<file path="src/rtl/mem_port_arbiter.sv">
// rtl/mem_port_arbiter.sv - single-port memory arbiter between I-side and D-side MMU refill paths
// Optional MEMARB_ROUND_ROBIN_EN replaces D-priority plus starvation guard with round-robin arbitration.
module mem_port_arbiter #(
  parameter int LATENCY     = 2,
  parameter int MAX_D_BURST = 4
) (
  input  logic        clk,
  input  logic        reset,
  input  logic        i_req,
  input  logic [31:0] i_addr,
  output logic        i_ack,
  output logic [31:0] i_rdata,
  input  logic        d_req,
  input  logic        d_wen,
  input  logic [31:0] d_addr,
  input  logic [31:0] d_wdata,
  input  logic [3:0]  d_bsel,
  output logic        d_ack,
  output logic [31:0] d_rdata,
  output logic [31:0] mem_addr,
  output logic [31:0] mem_wdata,
  output logic        mem_ren,
  output logic        mem_wen,
  output logic [3:0]  mem_bsel,
  input  logic [31:0] mem_rdata,
  output logic        busy
);

  typedef enum logic [1:0] {IDLE, ACCESS, RESP} state_t;

  localparam logic [3:0] LAT_M1 = 4'(LATENCY - 1);

  state_t      state, state_nxt;
  logic [3:0]  cnt;
  logic        grant_d;   // side of the current/most recent grant; doubles as last_grant
  logic        win_d;
  logic [31:0] lat_addr, lat_wdata;
  logic [3:0]  lat_bsel;
  logic        lat_wen;

`ifdef MEMARB_ROUND_ROBIN_EN
  always_comb begin
    win_d = d_req;
    if (d_req && i_req) win_d = !grant_d;
  end
`else
  localparam logic [3:0] MAX_B = 4'(MAX_D_BURST);
  logic [3:0] starve_cnt;

  always_comb begin
    win_d = d_req;
    if (d_req && i_req) win_d = (starve_cnt != MAX_B);
  end

  // Counts D grants made while I waits; any I grant or an idle I side clears it.
  always_ff @(posedge clk or posedge reset) begin
    if (reset) begin
      starve_cnt <= 4'd0;
    end else if (state == IDLE) begin
      if (!i_req)     starve_cnt <= 4'd0;
      else if (win_d) starve_cnt <= starve_cnt + 4'd1;
      else            starve_cnt <= 4'd0;
    end
  end
`endif

  always_ff @(posedge clk or posedge reset) begin
    if (reset) state <= IDLE;
    else       state <= state_nxt;
  end

  always_comb begin
    state_nxt = state;
    mem_addr  = 32'd0;
    mem_wdata = 32'd0;
    mem_bsel  = 4'd0;
    mem_ren   = 1'b0;
    mem_wen   = 1'b0;
    i_ack     = 1'b0;
    d_ack     = 1'b0;
    busy      = (state != IDLE);
    case (state)
      IDLE: if (i_req || d_req) state_nxt = ACCESS;
      ACCESS: begin
        mem_addr  = lat_addr;
        mem_wdata = lat_wdata;
        mem_bsel  = lat_bsel;
        mem_ren   = !lat_wen;
        mem_wen   = lat_wen;
        if (cnt == 4'd0) state_nxt = RESP;
      end
      RESP: begin
        i_ack     = !grant_d;
        d_ack     = grant_d;
        state_nxt = IDLE;
      end
      default: state_nxt = IDLE;
    endcase
  end

  always_ff @(posedge clk or posedge reset) begin
    if (reset) begin
      cnt       <= 4'd0;
      grant_d   <= 1'b0;
      lat_addr  <= 32'd0;
      lat_wdata <= 32'd0;
      lat_bsel  <= 4'd0;
      lat_wen   <= 1'b0;
      i_rdata   <= 32'd0;
      d_rdata   <= 32'd0;
    end else begin
      case (state)
        IDLE: if (i_req || d_req) begin
          grant_d <= win_d;
          cnt     <= LAT_M1;
          if (win_d) begin
            lat_addr  <= d_addr;
            lat_wdata <= d_wdata;
            lat_bsel  <= d_bsel;
            lat_wen   <= d_wen;
          end else begin
            lat_addr  <= i_addr;
            lat_wdata <= 32'd0;
            lat_bsel  <= 4'b1111;
            lat_wen   <= 1'b0;
          end
        end
        ACCESS: begin
          if (cnt == 4'd0) begin
            if (!lat_wen) begin
              if (grant_d) d_rdata <= mem_rdata;
              else         i_rdata <= mem_rdata;
            end
          end else begin
            cnt <= cnt - 4'd1;
          end
        end
        default: ;
      endcase
    end
  end

endmodule

</file>
<file path="config.mk">
export PLATFORM = sky130hd
export DESIGN_NAME = mem_port_arbiter
export DESIGN_NICKNAME = d
export VERILOG_FILES = /design/src/rtl/mem_port_arbiter.sv
export SDC_FILE = /design/constraint.sdc
export NUM_CORES = 1
export LEC_CHECK = 0
export ABC_CLOCK_PERIOD_IN_PS = 10200
export CAP_MARGIN = 25
export CORE_MARGIN = 1.5
export CORE_UTILIZATION = 45
export CTS_CLUSTER_DIAMETER = 80
export CTS_CLUSTER_SIZE = 25
export DETAILED_ROUTE_END_ITERATION = 12
export PLACE_DENSITY = 0.92
export SYNTH_ARGS = -nofsm -noshare
export SYNTH_HDL_FRONTEND = slang
export SYNTH_SLANG_ARGS = --single-unit
</file>
<file path="constraint.sdc">
create_clock -name clk -period 10.2 [get_ports clk]
set_input_delay 3.06 -clock clk [delete_from_list [all_inputs] [get_ports clk]]
set_output_delay 3.06 -clock clk [all_outputs]
set_load 0.02 [all_outputs]
</file>
* After elaboration in Yosys (flattened, before gate mapping) *
Index checks and enable logic that the tools add are counted.
Widths: inputs -> output; s select.

word-level totals
  register bits after elaboration = 144
  word-level logic and storage cells = 53
  input port bits = 137
  output and inout bits = 137

operators by class
  bitwise logic cells = 2
  multiplexer cells = 20
  equality and inequality tests = 6
  reduce and logical (&&, ||, !) cells = 13
  add/subtract/negate cells = 2

operators by type and width
  operator             number
  $mux 32              4
  $mux 4               6
  $pmux 4 s2           1
  $reduce_and 4->1     2
  $mux 1               6
  $add 4x1->4 const B  1
  $logic_not 4->1      1
  $mux 2               2
  $ne 2x2->1 const B   2
  $ne 4x3->1 const B   1
  $pmux 2 s2           1
  $reduce_and 2->1     2
  $reduce_bool 2->1    2
  $sub 4x1->4 const B  1
  $reduce_and 3->1     1
  $eq 2x1->1 const B   1
  $eq 2x2->1 const B   1
  $logic_not 1->1      2
  $logic_not 2->1      1
  $ne 2x1->1 const B   1
  $not 1->1            2
  $logic_and 1x1->1    1
  $logic_or 1x1->1     1

* Logic depth before layout (Yosys ltp) *
Gate-level depths: netlist of the first run.

  depth after elaboration = 4
  mapped depth = 8
  mapped depth without buffers = 5

* Least setup slack after synthesis of the first run *
No wires, ideal clock.

  path type = input to register
  start point = in d_req
  end point = reg lat_addr[1]
  stages on the path = 7
  path buffers = 4
  slack = 5.739 ns
  required time = 10.113 ns
  setup time = 0.087 ns
  data arrival time = 4.375 ns
  cells stage by stage = clkbuf_1 > or2_2 > clkbuf_1 > clkbuf_1 > buf_1 > nand3_1 > o211ai_1

between the ends
  longest elaborated chain between the ends = 3
  elaborated cells between the ends (all ways) = 5
  classes of those cells = 2 x mux; 3 x reduce/logical

ends and longest elaborated chain
  what                  line  text
  start, declared       13    input logic d_req,
  $logic_and 1x1->1     52    if (d_req && i_req) win_d = (starve_cnt != MAX_B);
  $mux 1                52
  $mux 32               116   if (win_d) begin
  end signal, assigned  117   lat_addr <= d_addr;
  end signal, assigned  122   lat_addr <= i_addr;
  end, declared         37    logic [31:0] lat_addr, lat_wdata;

Parallel ways exist; a longest one is shown, timed or not.
A chain may end at the register's enable or synchronous reset.

* Worst setup path in the final report of the first run *
  start point = reg state[0]
  end point = out mem_bsel[3]

between the ends
  longest elaborated chain between the ends = 2

ends and longest elaborated chain
  what                    line  text
  start, declared         33    state_t state, state_nxt;
  start signal, assigned  69    else state <= state_nxt;
  $eq 2x1->1              82    case (state)
  $mux 4                  82
  end, declared           24    output logic [3:0] mem_bsel,

No other way between the ends.

==> metrics.txt, run 1 <==
# TYPE chip_impl_metric gauge
chip_impl_metric{name="drtAntennaViolNets",unit=""} 0
chip_impl_metric{name="seqPwrFrac",unit=""} 0.301
chip_impl_info{name="tritoncts",value="built"} 1
chip_impl_metric{name="maximum_capacitance_violations",unit=""} 0
chip_impl_metric{name="synth-edff-count",unit=""} 0
chip_impl_info{name="failing_checks",value="design-rule violations"} 1
chip_impl_metric{name="residual_drc",unit=""} 19
chip_impl_metric{name="clock.fmax",unit="MHz"} 171
chip_impl_metric{name="io_pins",unit=""} 274
chip_impl_metric{name="hold_viol",unit=""} 0
chip_impl_metric{name="synth-seq-cells",unit=""} 144
chip_impl_info{name="worstReg2RegStart",value="cnt[0]"} 1
chip_impl_metric{name="route.vias.total",unit=""} 5775
chip_impl_metric{name="starting_density",unit=""} 0.464
chip_impl_metric{name="htreeDepth",unit=""} 4
chip_impl_metric{name="nNetsFinal",unit=""} 984
chip_impl_metric{name="standard_cell_rows",unit=""} 44
chip_impl_metric{name="total_power",unit="mW"} 3.29
chip_impl_metric{name="design.die.area",unit="um2"} 15800
chip_impl_metric{name="cts_made_buffers",unit=""} 17
chip_impl_metric{name="antenna_found_initial",unit=""} 0
chip_impl_info{name="timing.rr.end",value="d_rdata[12]"} 1
chip_impl_metric{name="synthDominantCellAreaShare",unit=""} 0.530
chip_impl_metric{name="ir_worst_vdd",unit="V"} 0.000153
chip_impl_metric{name="synth-warning-count",unit=""} 0
chip_impl_metric{name="final_layout_size_suffix_gt1_frac",unit=""} 0.130
chip_impl_metric{name="n_antenna_cell",unit=""} 0
chip_impl_metric{name="total_wirelength",unit="mm"} 19.5
chip_impl_metric{name="syn_avg_cell_area",unit="um2"} 11.3
chip_impl_metric{name="slew_headroom",unit=""} 0.288
chip_impl_metric{name="power_leakage",unit="nW"} 4.14
chip_impl_metric{name="largest_net_degree_at_the_start_of_global_routing",unit=""} 104
chip_impl_metric{name="worst_setup_hold_path_clk_slew",unit="ns"} 0.06
chip_impl_metric{name="power_switching_share",unit=""} 0.380
chip_impl_metric{name="fin_skew",unit="ns"} 0.0103
chip_impl_metric{name="place.port_buffers",unit=""} 273
chip_impl_metric{name="timing.final.crit_share",unit=""} 0.574
chip_impl_metric{name="switching_power",unit="mW"} 1.25
chip_impl_info{name="status",value="complete, but fails checks"} 1
chip_impl_metric{name="number_of_distinct_standard_cells_referenced_by_the_synthesized_netlist",unit=""} 35
chip_impl_metric{name="mappedNetlistNets",unit=""} 740
chip_impl_info{name="holdCritStartpoint",value="cnt[3]"} 1
chip_impl_metric{name="grt-ovfl-total",unit=""} 0
chip_impl_metric{name="power_per_cell_area",unit="nW/um2"} 323
chip_impl_metric{name="worst-endpoint-arrival",unit="ns"} 2.79
chip_impl_metric{name="post-dp-hpwl",unit="mm"} 12.9
chip_impl_metric{name="cts_post_setup_buffers_inserted",unit=""} 0
chip_impl_metric{name="maxSlewViolCount",unit=""} 0
chip_impl_info{name="rsz0062_at_grt",value="false"} 1
chip_impl_metric{name="data_required_time_of_the_critical_path",unit="ns"} 7.14
chip_impl_info{name="layout_common_cells",value="sky130_fd_sc_hd__clkdlybuf4s50_1, sky130_fd_sc_hd__dfrtp_1, sky130_fd_sc_hd__and2_1"} 1
chip_impl_metric{name="fp.dieW",unit="um"} 126
chip_impl_metric{name="power_frac_clock",unit=""} 0.177
chip_impl_info{name="timing.critical_path.to_type",value="output pin"} 1
chip_impl_metric{name="internal_power",unit="mW"} 2.04
chip_impl_metric{name="setup_viol_count_final",unit=""} 0
chip_impl_metric{name="path_max_fanout",unit=""} 40
chip_impl_metric{name="detailedRoute.firstPassIterationCount",unit=""} 11
chip_impl_metric{name="area.growth.synth_to_final",unit="%"} 49.6
chip_impl_metric{name="async_flop_share",unit=""} 1.00
chip_impl_metric{name="grt_use_total",unit=""} 0.249
chip_impl_metric{name="cts_repair_resize_count",unit=""} 0
chip_impl_metric{name="post_synth_inst_count",unit=""} 599
chip_impl_metric{name="worst_skew_pair.late_latency",unit="ns"} 0.41
chip_impl_metric{name="r2r_cells",unit=""} 5
chip_impl_metric{name="totalNegativeSetupSlack",unit="ns"} 0
chip_impl_metric{name="number_of_clock_sinks_seen_by_cts",unit=""} 144
chip_impl_info{name="post_synth_main_area_contributors",value="sky130_fd_sc_hd__dfrtp_1, sky130_fd_sc_hd__mux2_4, sky130_fd_sc_hd__and2_1, sky130_fd_sc_hd__mux2_2, sky130_fd_sc_hd__nand3_1"} 1
chip_impl_metric{name="comb_power_share",unit=""} 0.521
chip_impl_metric{name="clock_tree.buffer_depth",unit=""} 2
chip_impl_metric{name="r2r_setup_slack",unit="ns"} 7.69
chip_impl_info{name="mostFrequentLayoutCell",value="sky130_fd_sc_hd__clkdlybuf4s50_1"} 1
chip_impl_metric{name="worst-slew-pin-transition",unit="ns"} 1.07
chip_impl_metric{name="hold_path_depth",unit=""} 1
chip_impl_info{name="worst_hold_path.endpoint",value="cnt[3]"} 1
chip_impl_metric{name="fin_crit",unit="ns"} 5.85
chip_impl_metric{name="cts_hold_buf",unit=""} 0
chip_impl_metric{name="route.detailed.wl_per_inst",unit="um"} 18.7
chip_impl_info{name="postSynth.topFlopCell",value="sky130_fd_sc_hd__dfrtp_1"} 1
chip_impl_info{name="synth.largest_area_cell",value="sky130_fd_sc_hd__dfrtp_1"} 1
chip_impl_metric{name="number_of_design_rule_violations_left_by_the_first_detailed_router_iteration",unit=""} 423
chip_impl_metric{name="gp_congestion",unit=""} 0.836
chip_impl_info{name="timing.hold.worst.class",value="reg2reg"} 1
chip_impl_metric{name="via_per_inst",unit=""} 5.56
chip_impl_info{name="worst_setup_path_start_kind",value="flip-flop"} 1
chip_impl_info{name="setup.worst_path.class",value="reg2out"} 1
chip_impl_metric{name="fp.dieH",unit="um"} 126
chip_impl_metric{name="seq_area_frac_synth",unit=""} 0.530
chip_impl_info{name="clock-root-buffer",value="sky130_fd_sc_hd__clkbuf_16"} 1
chip_impl_metric{name="core_area",unit="um2"} 14600
chip_impl_metric{name="grt_pass1_vias",unit=""} 6008
chip_impl_metric{name="synthesis.area",unit="um2"} 6800
chip_impl_metric{name="wire_length_of_the_first_global_routing_pass",unit="mm"} 31.4
[kinds of logic (layout without fill, tap and decap cells)]
family / count (synthesis) / count (layout) / share of synthesized area
AO/OA/AOI/OAI: 113 / 113 / 0.117
adder cells (fa/ha/maj): 4 / 4 / 0.00736
buffers and inverters: 68 / 324 / 0.0475
flip-flops: 144 / 144 / 0.530
multiplexers: 68 / 68 / 0.128
AND/OR/NAND/NOR: 202 / 202 / 0.170
[worst max-delay path by stage]
stage | start | to | slack [ns] | depth (start not counted)
3_5_place_dp | state[0] | mem_bsel[3] | 4.75 | 4
6_report | state[0] | mem_bsel[3] | 4.35 | 4
3_3_place_gp | state[0] | mem_bsel[3] | 4.77 | 4
2_1_floorplan | reset | cnt[0] | 3.27 | 1
5_1_grt | state[0] | mem_bsel[3] | 4.11 | 4
4_1_cts | state[0] | mem_bsel[3] | 4.31 | 4
[metal layers]
metal | global-route usage | share of wire
met1 | 0.310 | 0.40
met5 | 0 | 0
met4 | 0.110 | 0.032
met2 | 0.419 | 0.49
met3 | 0.0561 | 0.075
[through the flow]
| stage | setup slack [ns] | utilization | std cells | area, um2 | hold slack [ns] |
|---|---|---|---|---|---|
| 2_1_floorplan | 3.27 | - | 599 | 6800 | 0.433 |
| 3_3_place_gp | 4.77 | 0.654 | 1007 | 9580 | 0.452 |
| 3_5_place_dp | 4.75 | 0.656 | 1008 | 9610 | 0.456 |
| 4_1_cts | 4.31 | 0.694 | 1039 | 10200 | 0.468 |
| 5_1_grt | 4.11 | 0.694 | 1039 | 10200 | 0.498 |
| 6_report | 4.35 | 0.694 | 1039 | 10200 | 0.464 |
[power groups by stage]
stage | clock network, mW | logic (mW) | registers, mW
after floorplan | 0 | 0.841 | 1.11
after global placement | 0 | 1.68 | 0.978
after detailed placement | 0 | 1.72 | 0.994
after CTS | 0.594 | 1.72 | 0.992
after global routing | 0.619 | 1.83 | 1.02
final | 0.584 | 1.71 | 0.991
[registers in the layout, summed over array words and instances, names as in the netlist]
name        flops
cnt             4
lat_bsel        4
grant_d         1
state           2
i_rdata        32
lat_wdata      32
lat_wen         1
d_rdata        32
starve_cnt      4
lat_addr       32
[critical path: stages, from the launching register on]
cell,delay [ns]
sky130_fd_sc_hd__dfrtp_1,0.46
sky130_fd_sc_hd__nor2b_4,0.65
sky130_fd_sc_hd__buf_4,0.41
sky130_fd_sc_hd__and2_1,0.22
sky130_fd_sc_hd__clkdlybuf4s50_1,0.61
[final cells by class]
type | instances | area [um2]
fill | 1073 | 4480
sequential | 144 | 3600
multi-input combinational | 387 | 2900
timing repair buffer | 285 | 2840
clock buffer | 22 | 474
tap | 184 | 230
clock inverter | 9 | 85.1
inverter | 8 | 35.0
[synthesized netlist by cell type (2+ instances only)]
library cell and n:
sky130_fd_sc_hd__a2bb2oi_1 4, sky130_fd_sc_hd__and2_1 71, sky130_fd_sc_hd__buf_1 6, sky130_fd_sc_hd__buf_12 3, sky130_fd_sc_hd__buf_2 3, sky130_fd_sc_hd__buf_6 2, sky130_fd_sc_hd__clkbuf_1 46, sky130_fd_sc_hd__dfrtp_1 144
sky130_fd_sc_hd__ha_1 4, sky130_fd_sc_hd__inv_1 7, sky130_fd_sc_hd__mux2_2 33, sky130_fd_sc_hd__mux2_4 30, sky130_fd_sc_hd__mux2i_1 4, sky130_fd_sc_hd__nand2_1 10, sky130_fd_sc_hd__nand3_1 68, sky130_fd_sc_hd__nand4_1 33
sky130_fd_sc_hd__nor2_1 5, sky130_fd_sc_hd__nor3_1 6, sky130_fd_sc_hd__nor3b_1 2, sky130_fd_sc_hd__o211ai_1 32, sky130_fd_sc_hd__o21ai_0 40, sky130_fd_sc_hd__o2bb2ai_1 33
No activity file was read; power rests on OpenSTA's default activity.
==> run 2, diff against run 1 <==
Settings changed: ABC_CLOCK_PERIOD_IN_PS 10200 to 5650, CORE_UTILIZATION 45 to 44, PLACE_DENSITY 0.92 to 0.9.
Clock period 10.2 ns to 5.65 ns, I/O delays scaled along.
==> metrics.txt, run 2 (synthesized netlist as in run 1, its figures left out) <==
# TYPE chip_impl_metric gauge
chip_impl_metric{name="grt_pass1_vias",unit=""} 5743
chip_impl_metric{name="cts_made_buffers",unit=""} 17
chip_impl_metric{name="detailedRoute.firstPassIterationCount",unit=""} 6
chip_impl_metric{name="nNetsFinal",unit=""} 985
chip_impl_metric{name="globalRouteMet2Util",unit=""} 0.397
chip_impl_metric{name="power_per_cell_area",unit="nW/um2"} 583
chip_impl_info{name="timing.critical_path.to_type",value="output pin"} 1
chip_impl_metric{name="post-dp-hpwl",unit="mm"} 12.8
chip_impl_metric{name="residual_drc",unit=""} 0
chip_impl_metric{name="place.port_buffers",unit=""} 273
chip_impl_info{name="layout_common_cells",value="sky130_fd_sc_hd__clkdlybuf4s50_1, sky130_fd_sc_hd__dfrtp_1, sky130_fd_sc_hd__and2_1"} 1
chip_impl_metric{name="cts_hold_buf",unit=""} 0
chip_impl_metric{name="antenna_found_initial",unit=""} 0
chip_impl_info{name="tritoncts",value="built"} 1
chip_impl_metric{name="path_max_fanout",unit=""} 39
chip_impl_metric{name="power_frac_clock",unit=""} 0.180
chip_impl_metric{name="htreeDepth",unit=""} 4
chip_impl_metric{name="area.growth.synth_to_final",unit="%"} 49.7
chip_impl_metric{name="cts_repair_resize_count",unit=""} 0
chip_impl_info{name="rsz0062_at_grt",value="false"} 1
chip_impl_metric{name="final.fill_count",unit=""} 1090
chip_impl_metric{name="worst-endpoint-arrival",unit="ns"} 2.79
chip_impl_metric{name="internal_power",unit="mW"} 3.67
chip_impl_metric{name="switching_power",unit="mW"} 2.26
chip_impl_info{name="clock-root-buffer",value="sky130_fd_sc_hd__clkbuf_16"} 1
chip_impl_metric{name="power_leakage",unit="nW"} 4.15
chip_impl_metric{name="fin_crit",unit="ns"} 4.48
chip_impl_metric{name="via_per_inst",unit=""} 5.54
chip_impl_metric{name="worst_skew_pair.late_latency",unit="ns"} 0.42
chip_impl_metric{name="hold_viol",unit=""} 0
chip_impl_metric{name="fp.dieH",unit="um"} 127
chip_impl_metric{name="total_wirelength",unit="mm"} 19.0
chip_impl_info{name="slowest_stage",value="sky130_fd_sc_hd__nor2b_4"} 1
chip_impl_metric{name="number_of_clock_sinks_seen_by_cts",unit=""} 144
chip_impl_metric{name="comb_power_share",unit=""} 0.521
chip_impl_metric{name="total_power",unit="mW"} 5.93
chip_impl_metric{name="drtAntennaViolNets",unit=""} 0
chip_impl_metric{name="number_of_design_rule_violations_left_by_the_first_detailed_router_iteration",unit=""} 389
chip_impl_metric{name="power_switching_share",unit=""} 0.381
chip_impl_info{name="setup.worst_path.class",value="reg2out"} 1
chip_impl_metric{name="ir_worst_vdd",unit="V"} 0.000436
chip_impl_metric{name="fp.dieW",unit="um"} 127
chip_impl_info{name="timing.hold.worst.class",value="reg2reg"} 1
chip_impl_metric{name="standard_cell_rows",unit=""} 45
chip_impl_metric{name="fraction_of_met3_tracks_used_by_global_routing",unit=""} 0.0616
chip_impl_metric{name="route.vias.total",unit=""} 5791
chip_impl_metric{name="design.die.area",unit="um2"} 16200
chip_impl_metric{name="final_layout_size_suffix_gt1_frac",unit=""} 0.133
chip_impl_metric{name="wire_length_of_the_first_global_routing_pass",unit="mm"} 30.3
chip_impl_metric{name="grt_use_total",unit=""} 0.239
chip_impl_metric{name="setup_viol_count_final",unit=""} 0
chip_impl_metric{name="data_required_time_of_the_critical_path",unit="ns"} 3.95
chip_impl_metric{name="grt-ovfl-total",unit=""} 0
chip_impl_info{name="status",value="complete, no violations"} 1
chip_impl_metric{name="clock_tree.buffer_depth",unit=""} 2
chip_impl_metric{name="slew_headroom",unit=""} 0.320
chip_impl_metric{name="seqPwrFrac",unit=""} 0.299
chip_impl_info{name="global_route.peak_usage_layer",value="met2"} 1
chip_impl_metric{name="worst-slew-pin-transition",unit="ns"} 1.02
chip_impl_metric{name="maxSlewViolCount",unit=""} 0
chip_impl_info{name="worst_setup_path_start_kind",value="flip-flop"} 1
chip_impl_metric{name="worst_setup_hold_path_clk_slew",unit="ns"} 0.06
chip_impl_metric{name="totalNegativeSetupSlack",unit="ns"} 0
chip_impl_metric{name="grt_util_met1",unit=""} 0.299
chip_impl_metric{name="critical_path.max_stage_delay",unit="ns"} 0.64
chip_impl_metric{name="fin_skew",unit="ns"} 0.00899
chip_impl_metric{name="clock.fmax",unit="MHz"} 223
chip_impl_metric{name="route.detailed.wl_per_inst",unit="um"} 18.2
chip_impl_metric{name="gp_congestion",unit=""} 0.840
chip_impl_metric{name="io_pins",unit=""} 274
chip_impl_metric{name="starting_density",unit=""} 0.449
chip_impl_metric{name="cts_post_setup_buffers_inserted",unit=""} 0
chip_impl_info{name="mostFrequentLayoutCell",value="sky130_fd_sc_hd__clkdlybuf4s50_1"} 1
chip_impl_metric{name="timing.final.crit_share",unit=""} 0.793
chip_impl_metric{name="largest_net_degree_at_the_start_of_global_routing",unit=""} 104
chip_impl_metric{name="maximum_capacitance_violations",unit=""} 0
chip_impl_info{name="timing.critical_path.cells",value="nor2b_4 > buf_4 > and2_1 > clkdlybuf4s50_1"} 1
chip_impl_metric{name="core_area",unit="um2"} 15100
chip_impl_metric{name="n_antenna_cell",unit=""} 0
[run 2: metal layers]
layer	wire, um	vias to the layer above
met4	469	0
met2	9470	289
met3	1310	36
li1	-	2657
met5	0	-
met1	7760	2809
[run 2: stage by stage]
step                      utilization  area [um2]  hold WS, ns  setup WS (ns)  std cells
after floorplan                     -        6800        0.433         0.0887        599
after global placement          0.633        9590        0.454           1.43       1012
after detailed placement        0.634        9610        0.466           1.58       1013
after CTS                       0.672       10200        0.478           1.12       1045
after global routing            0.672       10200        0.491          0.977       1045
final                           0.672       10200        0.479           1.17       1045
[run 2: power groups by stage]
stage / clock (mW) / combinational, mW / sequential (mW)
floorplan: 0 / 1.52 / 2.01
global placement: 0 / 3.04 / 1.75
detailed placement: 0 / 3.10 / 1.78
CTS: 1.09 / 3.11 / 1.77
global route: 1.15 / 3.29 / 1.83
finish: 1.07 / 3.09 / 1.77
[run 2: layout make-up]
type | instances | area, um2 | area share
inverter | 8 | 35.0 | 0.00344
sequential | 144 | 3600 | 0.354
tap | 188 | 235 | 0.0231
multi-input combinational | 387 | 2900 | 0.285
clock inverter | 12 | 108 | 0.0106
timing repair buffer | 286 | 2840 | 0.279
clock buffer | 20 | 457 | 0.0449
[run 2: final timing paths]
| kind | end | slack (ns) | startpoint | cells past startpoint |
|---|---|---|---|---|
| setup reg to reg | d_rdata[6] | 3.14 | cnt[0] | 5 |
| max in group asynchronous | d_rdata[28] | 2.93 | reset | 3 |
| min in group asynchronous | d_rdata[16] | 1.79 | reset | 2 |
| setup / recovery | mem_addr[13] | 1.17 | state[0] | 4 |
| hold reg to reg | cnt[3] | 0.48 | cnt[3] | 1 |
| hold / removal | cnt[3] | 0.48 | cnt[3] | 1 |
[run 2: critical path, delay by kind of cell (launching register included)]
family / cells / cell delay (ns)
flip-flops: 1 / 0.47
buffers and inverters: 2 / 1.06
AND/OR/NAND/NOR: 2 / 0.83
==> run 3, diff against run 2 <==
Settings changed: ABC_CLOCK_PERIOD_IN_PS 5650 to 4000, CORE_UTILIZATION 44 to 39, PLACE_DENSITY 0.9 to 0.85.
Clock period 5.65 ns to 4 ns, I/O delays scaled along.
==> metrics.txt, run 3 (synthesized netlist as in run 1, its figures left out) <==
# TYPE chip_impl_metric gauge
chip_impl_metric{name="dp_cells",unit=""} 1052
chip_impl_metric{name="cts_post_setup_buffers_inserted",unit=""} 0
chip_impl_metric{name="number_of_clock_sinks_seen_by_cts",unit=""} 144
chip_impl_info{name="worst_setup_path_start_kind",value="flip-flop"} 1
chip_impl_metric{name="gp_congestion",unit=""} 0.778
chip_impl_metric{name="fp.dieW",unit="um"} 135
chip_impl_metric{name="totalNegativeSetupSlack",unit="ns"} 0
chip_impl_metric{name="drtAntennaViolNets",unit=""} 0
chip_impl_info{name="status",value="complete, no violations"} 1
chip_impl_metric{name="worst-slew-pin-transition",unit="ns"} 1.01
chip_impl_metric{name="worst_setup_hold_path_clk_slew",unit="ns"} 0.06
chip_impl_metric{name="final_layout_size_suffix_gt1_frac",unit=""} 0.135
chip_impl_metric{name="hold_viol",unit=""} 0
chip_impl_metric{name="fin_crit",unit="ns"} 3.53
chip_impl_metric{name="grt-ovfl-total",unit=""} 0
chip_impl_info{name="layout_common_cells",value="sky130_fd_sc_hd__clkdlybuf4s50_1, sky130_fd_sc_hd__dfrtp_1, sky130_fd_sc_hd__and2_1"} 1
chip_impl_metric{name="core_area",unit="um2"} 17200
chip_impl_metric{name="maximum_capacitance_violations",unit=""} 0
chip_impl_metric{name="io_pins",unit=""} 274
chip_impl_metric{name="largest_net_degree_at_the_start_of_global_routing",unit=""} 104
chip_impl_metric{name="multi_input_area",unit="um2"} 2900
chip_impl_metric{name="area.growth.synth_to_final",unit="%"} 52.6
chip_impl_metric{name="power_per_cell_area",unit="nW/um2"} 841
chip_impl_metric{name="residual_drc",unit=""} 0
chip_impl_metric{name="fin_skew",unit="ns"} 0.00740
chip_impl_info{name="mostFrequentLayoutCell",value="sky130_fd_sc_hd__clkdlybuf4s50_1"} 1
chip_impl_metric{name="wire_length_of_the_first_global_routing_pass",unit="mm"} 30.7
chip_impl_metric{name="worst-endpoint-arrival",unit="ns"} 2.33
chip_impl_metric{name="route.vias.total",unit=""} 5810
chip_impl_info{name="timing.hold.worst.class",value="reg2reg"} 1
chip_impl_metric{name="post-dp-hpwl",unit="mm"} 13.5
chip_impl_metric{name="number_of_design_rule_violations_left_by_the_first_detailed_router_iteration",unit=""} 378
chip_impl_metric{name="fp.dieH",unit="um"} 135
chip_impl_metric{name="final.fill_count",unit=""} 1393
chip_impl_metric{name="cts_made_buffers",unit=""} 17
chip_impl_metric{name="path_max_fanout",unit=""} 49
chip_impl_metric{name="maxSlewViolCount",unit=""} 0
chip_impl_info{name="timing.critical_path.to_type",value="output pin"} 1
chip_impl_metric{name="finalNonFillerCells",unit=""} 1084
chip_impl_metric{name="nNetsFinal",unit=""} 987
chip_impl_metric{name="grt_pass1_vias",unit=""} 5740
chip_impl_metric{name="cts_hold_buf",unit=""} 0
chip_impl_info{name="rsz0062_at_grt",value="false"} 1
chip_impl_metric{name="power_leakage",unit="nW"} 4.22
chip_impl_metric{name="setup_viol_count_final",unit=""} 0
chip_impl_info{name="clock-root-buffer",value="sky130_fd_sc_hd__clkbuf_16"} 1
chip_impl_metric{name="route.detailed.wl_per_inst",unit="um"} 18.2
chip_impl_metric{name="antenna_found_initial",unit=""} 0
chip_impl_metric{name="ir_worst_vdd",unit="V"} 0.000448
chip_impl_metric{name="starting_density",unit=""} 0.396
chip_impl_metric{name="area.sequential",unit="um2"} 3600
chip_impl_metric{name="n_antenna_cell",unit=""} 0
chip_impl_metric{name="clock_tree.buffer_depth",unit=""} 2
chip_impl_info{name="setup.worst_path.class",value="reg2out"} 1
chip_impl_metric{name="timing.final.crit_share",unit=""} 0.883
chip_impl_metric{name="standard_cell_rows",unit=""} 48
chip_impl_metric{name="clock.fmax",unit="MHz"} 283
chip_impl_metric{name="htreeDepth",unit=""} 4
chip_impl_metric{name="detailedRoute.firstPassIterationCount",unit=""} 6
chip_impl_metric{name="via_per_inst",unit=""} 5.36
chip_impl_metric{name="grt_use_total",unit=""} 0.216
chip_impl_metric{name="cts_repair_resize_count",unit=""} 0
chip_impl_metric{name="slew_headroom",unit=""} 0.327
chip_impl_metric{name="data_required_time_of_the_critical_path",unit="ns"} 2.80
chip_impl_info{name="tritoncts",value="built"} 1
chip_impl_metric{name="design.die.area",unit="um2"} 18200
chip_impl_metric{name="total_wirelength",unit="mm"} 19.7
chip_impl_metric{name="worst_skew_pair.late_latency",unit="ns"} 0.41
chip_impl_metric{name="place.port_buffers",unit=""} 273
==> run 3: cell types whose count changed in the layout (fill, tap and decap cells not counted), sizes merged <==
cell	change
buf	+2
inv	-1
clkinvlp	-1
clkinv	-3
bufinv	+5
==> run 3: path summary, 6_finish.rpt <==
check	to	from	slack, ns	depth (start not counted)
setup / recovery	mem_addr[13]	state[0]	0.47	4
hold reg to reg	lat_wdata[15]	lat_wdata[15]	0.48	1
hold / removal	lat_wdata[15]	lat_wdata[15]	0.48	1
min in group asynchronous	lat_wdata[29]	reset	1.12	2
max in group asynchronous	lat_bsel[3]	reset	2.23	3
setup reg to reg	d_rdata[15]	cnt[0]	1.46	5
==> run 3: where the power goes <==
group | leakage [nW] | internal (mW) | switching (mW)
clock network | 0.332 | 1.21 | 0.609
registers | 1.75 | 2.13 | 0.391
logic | 2.14 | 2.17 | 2.21
==> run 3: through the flow <==
step,hold WS [ns],utilization,total power [mW],area (um2),setup slack [ns]
floorplan,0.433,-,4.99,6800,0.995
global placement,0.456,0.564,6.81,9690,0.847
detailed placement,0.467,0.564,6.94,9690,0.798
CTS,0.484,0.604,8.80,10400,0.429
global route,0.496,0.604,9.21,10400,0.280
finish,0.478,0.604,8.72,10400,0.468
==> run 3: layout make-up <==
class                           instances  area share
Tap cell                              225      0.0271
Clock buffer                           20      0.0440
Timing Repair Buffer                  288       0.277
Clock inverter                         12      0.0220
Sequential cell                       144       0.347
Multi-Input combinational cell        387       0.279
Inverter                                8     0.00326
==> run 3: routing by layer <==
| layer | global-route usage | vias up | part of all wire |
|---|---|---|---|
| met2 | 0.360 | 255 | 0.49 |
| met3 | 0.0559 | 32 | 0.064 |
| met4 | 0.0765 | 0 | 0.022 |
| met1 | 0.273 | 2851 | 0.42 |
| li1 | - | 2672 | - |
| met5 | 0 | - | 0 |
==> run 3: critical path: stages (launching register included) <==
cell	delay, ns
sky130_fd_sc_hd__dfrtp_1	0.48
sky130_fd_sc_hd__nor2b_4	0.19
sky130_fd_sc_hd__buf_4	0.39
sky130_fd_sc_hd__and2_1	0.21
sky130_fd_sc_hd__clkdlybuf4s50_1	0.64
